`src/rtl/edid_block_checker_ram.sv`:
```
// One-write, one-read block store for a captured EDID block. It has no reset and
// a registered read, so it maps onto block RAM. A read of an address being written
// in the same cycle returns the old contents.
module edid_block_checker_ram #(
  parameter int unsigned BLOCK_BYTES = 128,
  parameter int unsigned IDX_W       = $clog2(BLOCK_BYTES)
) (
  input  logic             clk_i,
  input  logic             we_i,
  input  logic [IDX_W-1:0] waddr_i,
  input  logic [7:0]       wdata_i,
  input  logic [IDX_W-1:0] raddr_i,
  output logic [7:0]       rdata_o
);

  logic [7:0] mem_q [BLOCK_BYTES];
  logic [7:0] rdata_q;

  always_ff @(posedge clk_i) begin
    if (we_i) begin
      mem_q[waddr_i] <= wdata_i;
    end
    rdata_q <= mem_q[raddr_i];
  end

  assign rdata_o = rdata_q;

endmodule

```
`config.mk`:
```
export PLATFORM = sky130hd
export DESIGN_NAME = edid_block_checker_ram
export DESIGN_NICKNAME = d
export VERILOG_FILES = /design/src/rtl/edid_block_checker_ram.sv
export SDC_FILE = /design/constraint.sdc
export NUM_CORES = 1
export LEC_CHECK = 0
export BUFFER_PORTS_ARGS = -buffer_cell sky130_fd_sc_hd__buf_2
export CAP_MARGIN = 20
export CORE_MARGIN = 3
export CORE_UTILIZATION = 55
export CTS_CLUSTER_DIAMETER = 60
export CTS_CLUSTER_SIZE = 25
export DETAILED_ROUTE_END_ITERATION = 8
export HOLD_SLACK_MARGIN = 0.03
export PLACE_DENSITY = 0.71
export SKIP_LAST_GASP = 1
export SYNTH_ARGS = -nofsm -noshare
export SYNTH_HDL_FRONTEND = slang
export SYNTH_SLANG_ARGS = --single-unit
export TNS_END_PERCENT = 20
```
`constraint.sdc`:
```
create_clock -name clk_i -period 5.7 [get_ports clk_i]
set_clock_uncertainty 0.2 [all_clocks]
set_input_delay 0.57 -clock clk_i [delete_from_list [all_inputs] [get_ports clk_i]]
set_output_delay 0.57 -clock clk_i [all_outputs]
set_load 0.005 [all_outputs]
```
**After elaboration in Yosys (flattened, before gate mapping)**

Memories as Yosys holds them, arrays and structs flattened. A register that Yosys moved wholly into a read port is not among the register bits.
Cells that the tools add are included.
Widths: inputs -> output; s select.

- Register bits: 0
- Bits in writable memories: 1024
- Input bits: 24
- Output and inout port bits: 8
- Logic and storage cells: 3
- Memories kept: 1

Memory list:

| name | words | width | rd ports | clocked after Yosys merged registers in | write ports | RTL line | source |
|---|---|---|---|---|---|---|---|
| mem_q | 128 | 8 | 1 | 1 | 1 | 16 | `logic [7:0] mem_q [BLOCK_BYTES];` |

- Mux-type cells: 2

Operator list:

| operator | number |
|---|---|
| $mux 1 | 2 |

**Depth between registers and ports, before layout**

Gate-level depths: netlist of the first run.

- Depth after elaboration: 2
- Gate-level depth with buffers: 7
- Gate-level depth less buffers: 4

**Worst setup path before layout of the first run**

OpenSTA, ideal clock, no wires.

- Path type: input to register
- From: input port raddr_i[0]
- To: register rdata_q[0] (netlist: rdata_o[0]), read port of mem_q
- Library setup time: 0.121 ns
- Arrival: 2.953 ns
- Required time: 5.379 ns
- Path slack: 2.426 ns
- Stages: 6
- Cells stage by stage: clkbuf_1 buf_1 mux4_2 mux4_2 mux4_2 mux2_2

RTL lines:

| element | RTL line | source |
|---|---|---|
| from (decl) | 12 | `input logic [IDX_W-1:0] raddr_i,` |
| to (decl) | 17 | `logic [7:0] rdata_q;` |

==> flow_summary_export.csv, run 1 <==
group,metric,value,unit
run_status,status,"finished, final reports clean",
synthesis,ys_ff_latch,1032,
timing,tns,0,ns
drt,viasPerCell,6.63,
finish,fillers,4709,
flow_run,cap_violations,0,
synthesis,postSynthCellCount,1635,
worst_setup_path,r2r-start,"mem_q[70][3]",
drt,vias,17666,
clock_tree,ctsRootBufferMaster,"clkbuf_16",
hold_path,holdPathStages,1,
global_routing,gr-total-overflow,0,
power_and_ir_drop,leakage,12.9,nW
synthesis,synth_nets,1659,
timing,tightest_slew,1.16,ns
global_routing,antenna_found_initial,5,
finish,drive_gt1_frac,0.299,
timing,finalCritPeriodShare,0.584,
floorplanning,core,70800,sq um
power_and_ir_drop,power_density,317,nW/um^2
clock_tree,clock_latency,0.66,ns
drt,first_pass_iters,5,
timing,report.final.slew_viol_count,0,
clock_tree,cts.sinks,1032,
worst_setup_path,crit_cells,6,
placement,dp_hpwl,52.0,mm
clock_tree,cts_buffers,56,
timing,hold_violations,0,
synthesis,synth_area,39700,sq um
floorplanning,die_area,75400,sq um
drt,drt-initial-drc-count,2068,
floorplanning,start_util,0.561,
clock_tree,cts_setup_buffers,0,
hold_path,holdCritPathClass,"primary input to flop",
finish,layoutNonFillerInstCount,2664,
floorplanning,die_h,275,um
finish,area_growth,8.28,%
placement,io_buffers,31,
floorplanning,rows,97,
worst_setup_path,path_cells,"buf_8 -> buf_4 -> mux4_2 -> mux4_2 -> mux4_2 -> mux2_2",
global_routing,globalRouteTotalUtil,0.236,
worst_setup_path,slowest_delay,0.57,ns
clock_tree,cts_buffer_depth,3,
drt,ant_nets,0,
clock_tree,cts_tree,"built",
synthesis,yosysSeqAreaShare,0.779,
timing,max-slew-margin-rel,0.225,
clock_tree,clk_pin_slew,0.09,ns
timing,setup_viol,0,
floorplanning,die_w,275,um
placement,gp_congestion,0.784,
finish,nNetsFinal,1704,
timing,holdWs,0.163,ns
worst_setup_path,cp.required,6.05,ns
worst_setup_path,critical_path_class,"primary input to flop",
global_routing,grt_pass1_wl,127,mm
drt,drt-wirelength-per-cell,32.3,um
worst_setup_path,crit_path_start_kind,"primary input",
synthesis,ys_types,17,
synthesis,syn-mean-instance-area,24.3,sq um
worst_setup_path,cp_max_fo,63,
clock_tree,htreeDepth,2,
drt,drc,0,
worst_setup_path,reg2reg_depth,4,
worst_setup_path,r2r_end,"rdata_o[3]",
placement,dp_cells,2559,
synthesis,synth_top_area_frac,0.775,
synthesis,synth_area_leaders,"edfxtp_1 (78%), mux4_2 (19%), nor2_1 (1.2%)",
global_routing,first_global_vias,17685,
timing,max_freq,0.300,GHz
drt,drt_wl_total,85.9,mm
timing,rsz0062_at_grt,"no",
worst_setup_path,crit_family,"multiplexers",
timing,min_period,3.33,ns
synthesis,yosysTopAreaCell,"edfxtp_1",
finish,final_core_util,0.607,
worst_setup_path,crit_path_start,"raddr_i[0]",
floorplanning,ios,32,
worst_setup_path,cp-end-kind,"flop",
synthesis,yosys_warnings,0,
power_and_ir_drop,vdd_ir_drop_max,0.342,mV
worst_setup_path,crit_end,"rdata_o[0]",
worst_setup_path,cp_common_cell,"mux4_2",
worst_setup_path,crit_buf_inv,2,
worst_setup_path,worst_ep_arrival_time,3.68,ns
worst_setup_path,worst_path_max_delay_cell,"mux4_2",
global_routing,grt_max_degree,126,
worst_setup_path,ff2ff_setup_slack,3.08,ns
## metrics by stage
step | area [sq um] | worst slack, ns | total power, mW
6_report | 42900 | 2.37 | 13.6
5_1_grt | 42900 | 2.23 | 14.0
4_1_cts | 42900 | 2.30 | 13.7
3_5_place_dp | 41100 | 1.61 | 9.31
3_3_place_gp | 41000 | 1.57 | 9.30
2_1_floorplan | 39700 | 2.43 | 8.97
## worst reg2reg max path: cells and delay by family (launching register included)
| family | cells | cell delay [ns] |
|---|---|---|
| multiplexers | 4 | 1.92 |
| flip-flops | 1 | 0.40 |
## where the power goes
group          total (mW)  switching, mW  internal [mW]
combinational       0.751          0.439          0.311
sequential           8.38         0.0152           8.37
clock                4.49           2.48           2.01
## cells by family after synthesis
logic type | Yosys count | share of synthesized area
flip-flops | 1032 | 0.779
multiplexers | 344 | 0.193
AND/OR/NAND/NOR | 170 | 0.0176
buffers and inverters | 89 | 0.0101
## layout by cell type, fill, tap and decap left out, types with 4 or more instances in the layout
cell,count
buf_12,6
buf_2,20
buf_4,42
buf_6,4
clkbuf_1,7
clkbuf_16,57
clkinv_2,5
clkinvlp_4,4
dfxtp_1,8
edfxtp_1,1024
inv_6,12
mux2_2,8
mux4_2,336
nand2_1,14
nand3_1,12
nor2_1,122
nor2b_1,7
nor3_2,6
## cell usage after synthesis
master / count
nor2_1: 122
nand3_1: 12
mux2_2: 8
or3_1: 1
nand2_1: 14
nor2b_1: 7
nor3_1: 9
buf_2: 15
dfxtp_1: 8
edfxtp_1: 1024
buf_1: 18
nand4_1: 3
nand2b_1: 2
buf_6: 1
buf_4: 11
clkbuf_1: 44
mux4_2: 336
## final cells by class
| type | count | area [sq um] | area share |
|---|---|---|---|
| well taps | 940 | 1180 | 0.0274 |
| clock inverters | 35 | 372 | 0.00865 |
| flip-flops and latches | 1032 | 30900 | 0.720 |
| repair buffers | 76 | 648 | 0.0151 |
| diodes | 3 | 7.51 | 0.000175 |
| multi-input cells | 514 | 8380 | 0.195 |
| clock buffers | 64 | 1450 | 0.0338 |
## registers in the layout (all words and copies together) (netlist names)
signal and count:
rdata_o 8, mem_q 1024
## how the worst min path moves through the flow
stage | slack (ns) | to | start
2_1_floorplan | 0.47 | mem_q[0][0] | wdata_i[0]
3_3_place_gp | 0.58 | mem_q[126][2] | wdata_i[2]
3_5_place_dp | 0.58 | mem_q[127][2] | wdata_i[2]
4_1_cts | 0.14 | mem_q[62][3] | wdata_i[3]
5_1_grt | 0.17 | mem_q[63][3] | wdata_i[3]
6_report | 0.16 | mem_q[122][3] | wdata_i[3]
## metal layers
layer	part of all wire	routed length, um	vias to the layer above	GRT usage
li1	-	-	7089	-
met1	0.41	35000	9624	0.358
met2	0.49	42300	836	0.370
met3	0.080	6880	115	0.0402
met4	0.021	1800	2	0.0499
met5	0.00010	9	-	0
## what timing repair did
| item | in CTS | in global routing |
|---|---|---|
| hold endpoints to repair | 3 | 0 |
| gates resized for setup | 0 | 0 |
| hold buffers | 1 | 0 |
(Power assumes the default switching activity.)
==> inputs of run 2 (changes only) <==
ABC_AREA = 1   (was not set)
clock period = 3.1 ns   (was 5.7 ns; I/O delays follow)
==> flow_summary_export.csv, run 2 <==
group,metric,value,unit
global_routing,first_global_vias,25974,
power_and_ir_drop,vdd_ir_drop_max,0.412,mV
clock_tree,htreeDepth,2,
worst_setup_path,critical_path_class,"primary input to flop",
finish,drive_gt1_frac,0.0876,
finish,area_growth,9.53,%
placement,dp_cells,4584,
clock_tree,clock_latency,0.67,ns
clock_tree,cts.sinks,1032,
clock_tree,cts_buffer_depth,3,
floorplanning,ios,32,
clock_tree,cts_resized,0,
worst_setup_path,cp_max_fo,113,
synthesis,synth_most_common_cell,"nand2_1",
power_and_ir_drop,leakage,16.4,nW
timing,rsz0062_at_grt,"no",
synthesis,synth_area,42100,sq um
synthesis,synth_top_area_frac,0.730,
synthesis,synth_area_leaders,"edfxtp_1 (73%), nand3_1 (11%), nand2_1 (11%)",
clock_tree,clk_pin_slew,0.09,ns
worst_setup_path,cp.required,3.46,ns
finish,layoutNonFillerInstCount,4697,
drt,drc,0,
synthesis,synthArstFlopShare,0,
clock_tree,cts_setup_buffers,0,
run_status,status,"finished, final reports clean",
floorplanning,rows,100,
timing,hold_violations,0,
hold_path,holdCritPathClass,"primary input to flop",
clock_tree,ctsRootBufferMaster,"clkbuf_16",
timing,max-slew-margin-rel,0.361,
drt,vias,27571,
worst_setup_path,worst_ep_arrival_time,2.74,ns
finish,layout_commonest_cell,"nand2_1",
synthesis,ys_ff_latch,1032,
finish,nNetsFinal,3655,
finish,mostFrequentLayoutCells,"nand2_1 (1215), edfxtp_1 (1024), nand3_1 (931)",
global_routing,globalRouteTotalUtil,0.266,
flow_run,cap_violations,0,
placement,gp_congestion,0.840,
global_routing,antenna_found_initial,0,
timing,report.final.slew_viol_count,0,
global_routing,grt_max_degree,129,
worst_setup_path,path_cells,"clkbuf_8 -> buf_12 -> nand3_1 -> nand3_1 -> nand3_1 -> nand2_1 -> nand2_1 -> nand3_1 -> nand2_1 -> nand2_1 -> dlygate4sd3_1 -> nand2_1",
drt,drt_wl_total,106,mm
clock_tree,cts_buffers,57,
finish,largest_reg_flops,1024,
synthesis,ys_types,14,
synthesis,syn-mean-instance-area,11.8,sq um
drt,first_pass_iters,5,
floorplanning,start_util,0.560,
clock_tree,cts_tree,"built",
synthesis,yosysSeqAreaShare,0.734,
global_routing,gr-total-overflow,0,
worst_setup_path,worst_path_max_delay_cell,"dlygate4sd3_1",
drt,ant_nets,0,
drt,drt-wirelength-per-cell,22.6,um
timing,max_freq,0.421,GHz
timing,tightest_slew,0.957,ns
placement,io_buffers,31,
floorplanning,die_w,283,um
timing,min_period,2.38,ns
timing,setup_viol,0,
timing,tns,0,ns
worst_setup_path,cp-end-kind,"flop",
synthesis,synthTopCellsByCount,"nand2_1 (1215), edfxtp_1 (1024), nand3_1 (931)",
worst_setup_path,slowest_delay,0.55,ns
synthesis,yosys_warnings,0,
synthesis,synth_edf_count,1024,
floorplanning,die_h,283,um
power_and_ir_drop,power_density,561,nW/um^2
timing,finalCritPeriodShare,0.767,
drt,viasPerCell,5.87,
synthesis,ys.flop_type,"edfxtp_1",
finish,largest-register,"mem_q",
worst_setup_path,crit_path_start_kind,"primary input",
synthesis,yosysTopAreaCell,"edfxtp_1",
floorplanning,die_area,79900,sq um
worst_setup_path,cp_common_cell,"nand2_1",
synthesis,synth_nets,3599,
floorplanning,core,75200,sq um
placement,dp_hpwl,62.9,mm
synthesis,postSynthCellCount,3575,
global_routing,grt_pass1_wl,160,mm
drt,drt-initial-drc-count,3922,
==> run 2: power breakdown <==
part	switching (mW)	internal [mW]	leakage (nW)
Combinational	1.36	0.487	6.19
Sequential	0.0249	15.4	9.27
Clock	4.70	3.94	0.942
==> run 2: timing repair <==
| action | in CTS | in global routing |
|---|---|---|
| hold endpoints to repair | 138 | 0 |
| setup endpoints to repair | 0 | 0 |
| hold buffers | 8 | 0 |
==> run 2: per-layer routing <==
layer	global-route usage	part of all wire	vias to the layer above
li1	-	-	12644
met1	0.383	0.40	13500
met2	0.428	0.47	1244
met3	0.0368	0.088	183
met4	0.0834	0.032	0
met5	0	0	-
==> run 2: layout make-up <==
type | count | area, sq um
repair buffers | 228 | 2110
fillers | 5786 | 29100
inverters | 24 | 116
multi-input cells | 2288 | 9760
diodes | 2 | 5.00
clock inverters | 38 | 420
flip-flops and latches | 1032 | 30900
clock buffers | 65 | 1520
well taps | 1020 | 1280
==> run 2: cell families (layout without fill, tap and decap cells) <==
| family | after synthesis | in the layout | synth area share |
|---|---|---|---|
| DFF | 1032 | 1032 | 0.734 |
| buffers and inverters | 255 | 355 | 0.0340 |
| other | 0 | 2 | 0 |
| and+or+nand+nor | 2288 | 2288 | 0.232 |
==> run 2: metrics by stage <==
stage	area (sq um)	utilization	hold WS (ns)	power [mW]	setup slack, ns
2_1_floorplan	42100	-	0.209	16.7	1.23
3_3_place_gp	44100	0.586	0.412	17.5	0.436
3_5_place_dp	44100	0.586	0.415	17.5	0.422
4_1_cts	46100	0.613	0.0393	25.9	0.822
5_1_grt	46100	0.613	0.0510	26.6	0.624
6_report	46100	0.613	0.0506	25.9	0.723
==> run 2: path summary, 6_finish.rpt <==
| check | from | to | slack (ns) | cells after the start |
|---|---|---|---|---|
| max reg2reg | mem_q[98][4] | rdata_o[4] | 0.89 | 11 |
| max | raddr_i[1] | rdata_o[4] | 0.72 | 12 |
| min | wdata_i[4] | mem_q[40][4] | 0.05 | 1 |
| min reg2reg | mem_q[64][2] | rdata_o[2] | 0.72 | 10 |
==> run 2: worst max-delay path, delay by kind of cell <==
kind / cells / cell delay (ns)
and+or+nand+nor: 9 / 0.91
buffers and inverters: 3 / 1.33
==> inputs of run 3 (changes only) <==
clock period = 2.2 ns   (was 3.1 ns; I/O delays follow)
==> flow_summary_export.csv, run 3 (synthesis gave the netlist of run 2 again) <==
group,metric,value,unit
clock_tree,cts_tree,"built",
timing,rsz0062_at_grt,"no",
worst_setup_path,worst_path_max_delay_cell,"dlygate4sd3_1",
drt,drt-wirelength-per-cell,22.1,um
global_routing,grt_pass1_wl,159,mm
global_routing,first_global_vias,26415,
floorplanning,start_util,0.560,
worst_setup_path,cp-end-kind,"flop",
run_status,status,"finished, final reports clean",
worst_setup_path,crit_buf_inv,1,
worst_setup_path,crit_family,"simple AND/OR/NAND/NOR gates",
drt,drc,0,
flow_run,cap_violations,0,
floorplanning,ios,32,
placement,io_buffers,31,
finish,largest-register,"mem_q",
drt,drt-initial-drc-count,3142,
drt,vias,27674,
timing,min_period,2.12,ns
timing,tns,0,ns
finish,area_growth,12.1,%
power_and_ir_drop,finalPower,36.5,mW
global_routing,gr-total-overflow,0,
worst_setup_path,reg2reg_depth,11,
placement,dp_hpwl,66.4,mm
timing,report.final.slew_viol_count,0,
clock_tree,cts.sinks,1032,
power_and_ir_drop,leakage,17.0,nW
clock_tree,clock_latency,0.66,ns
global_routing,globalRouteTotalUtil,0.266,
floorplanning,die_area,79900,sq um
drt,ant_nets,0,
timing,setup_viol,0,
clock_tree,htreeDepth,2,
drt,viasPerCell,5.77,
timing,tightest_slew,0.726,ns
drt,drt_wl_total,106,mm
worst_setup_path,cp_max_fo,1,
timing,max_freq,0.472,GHz
clock_tree,cts_buffers,57,
hold_path,holdPathStages,5,
worst_setup_path,crit_cells,11,
global_routing,antenna_found_initial,8,
hold_path,holdCritPathClass,"primary input to flop",
clock_tree,cts_setup_buffers,0,
floorplanning,rows,100,
clock_tree,ctsRootBufferMaster,"clkbuf_16",
finish,drive_gt1_frac,0.111,
worst_setup_path,critical_path_class,"flop to flop",
finish,largest_reg_flops,1024,
power_and_ir_drop,vdd_ir_drop_max,0.546,mV
drt,first_pass_iters,5,
worst_setup_path,slowest_delay,0.54,ns
finish,nNetsFinal,3758,
finish,ff_latch_area,30900,sq um
worst_setup_path,cp.required,2.53,ns
floorplanning,die_w,283,um
finish,multi_input_area,9790,sq um
finish,fillers,5633,
clock_tree,cts_buffer_depth,3,
finish,final_core_util,0.628,
floorplanning,die_h,283,um
clock_tree,clk_pin_slew,0.09,ns
worst_setup_path,crit_path_start_kind,"flop",
timing,holdWs,0.0848,ns
worst_setup_path,cp_common_cell,"nand2_1",
placement,gp_congestion,0.882,
worst_setup_path,worst_ep_arrival_time,2.45,ns
worst_setup_path,path_cells,"nand2_1 -> nand3_1 -> nand3_1 -> nand3_2 -> nand2_2 -> nand2_1 -> nand3_2 -> nand2_1 -> nand2_1 -> dlygate4sd3_1 -> nand2_1",
global_routing,grt_max_degree,89,
timing,max-slew-margin-rel,0.515,
finish,mostFrequentLayoutCells,"nand2_1 (1212), edfxtp_1 (1024), nand3_1 (928)",
power_and_ir_drop,power_density,774,nW/um^2
timing,finalCritPeriodShare,0.964,
finish,layout_commonest_cell,"nand2_1",
timing,hold_violations,0,
floorplanning,core,75200,sq um
==> run 3: changes by cell type in the layout (fill, tap and decap cells not counted), moves of 3 or more <==
cell	delta
buf_4	+74
nand3_2	+3
dlygate4sd3_1	+6
buf_12	+23
clkinv_2	-5
nand2_2	+3
inv_8	-3
nand2_1	-3
nand3_1	-3
==> run 3: metal layers <==
layer,vias up,track usage,part of all wire
met5,-,0,0.00040
met4,8,0.0970,0.036
met3,208,0.0530,0.093
met2,1281,0.428,0.47
met1,13315,0.365,0.40
li1,12862,-,-
==> run 3: worst paths after layout <==
kind / end / slack (ns) / from
hold reg to reg: rdata_o[0] / 0.70 / mem_q[42][0]
setup reg to reg: rdata_o[2] / 0.08 / mem_q[82][2]
setup / recovery: rdata_o[2] / 0.08 / mem_q[82][2]
hold / removal: mem_q[100][1] / 0.08 / waddr_i[0]
==> run 3: final cells by class <==
cell class	instances	area share
tap	1020	0.0270
clock buffer	63	0.0309
multi-input combinational	2288	0.207
sequential	1032	0.655
clock inverter	37	0.0101
antenna	2	0.000106
timing repair buffer	331	0.0674
inverter	24	0.00246
==> run 3: report_power, final <==
| part | internal (mW) | switching, mW |
|---|---|---|
| Combinational | 0.820 | 1.93 |
| Clock | 5.61 | 6.48 |
| Sequential | 21.7 | 0.0556 |
==> run 3: tightest hold or removal path, stage by stage <==
cell    delay (ns)
buf_2         0.14
nor3_1        0.07
inv_1         0.11
nor2_1        0.05
buf_4         0.17
==> run 3: metrics by stage <==
step	setup slack (ns)	cells	cell area (sq um)
after floorplan	0.424	3575	42100
final	0.0796	4797	47200
after detailed placement	-0.110	4681	45100
after global placement	-0.123	4681	45100
after global routing	0.00392	4796	47200
after CTS	0.0202	4795	47200
==> run 3: repair_timing <==
action,in CTS,in global routing
resized for setup,0,6
endpoints found under the setup margin,0,1
hold buffers,14,0
hold endpoints to repair,483,0
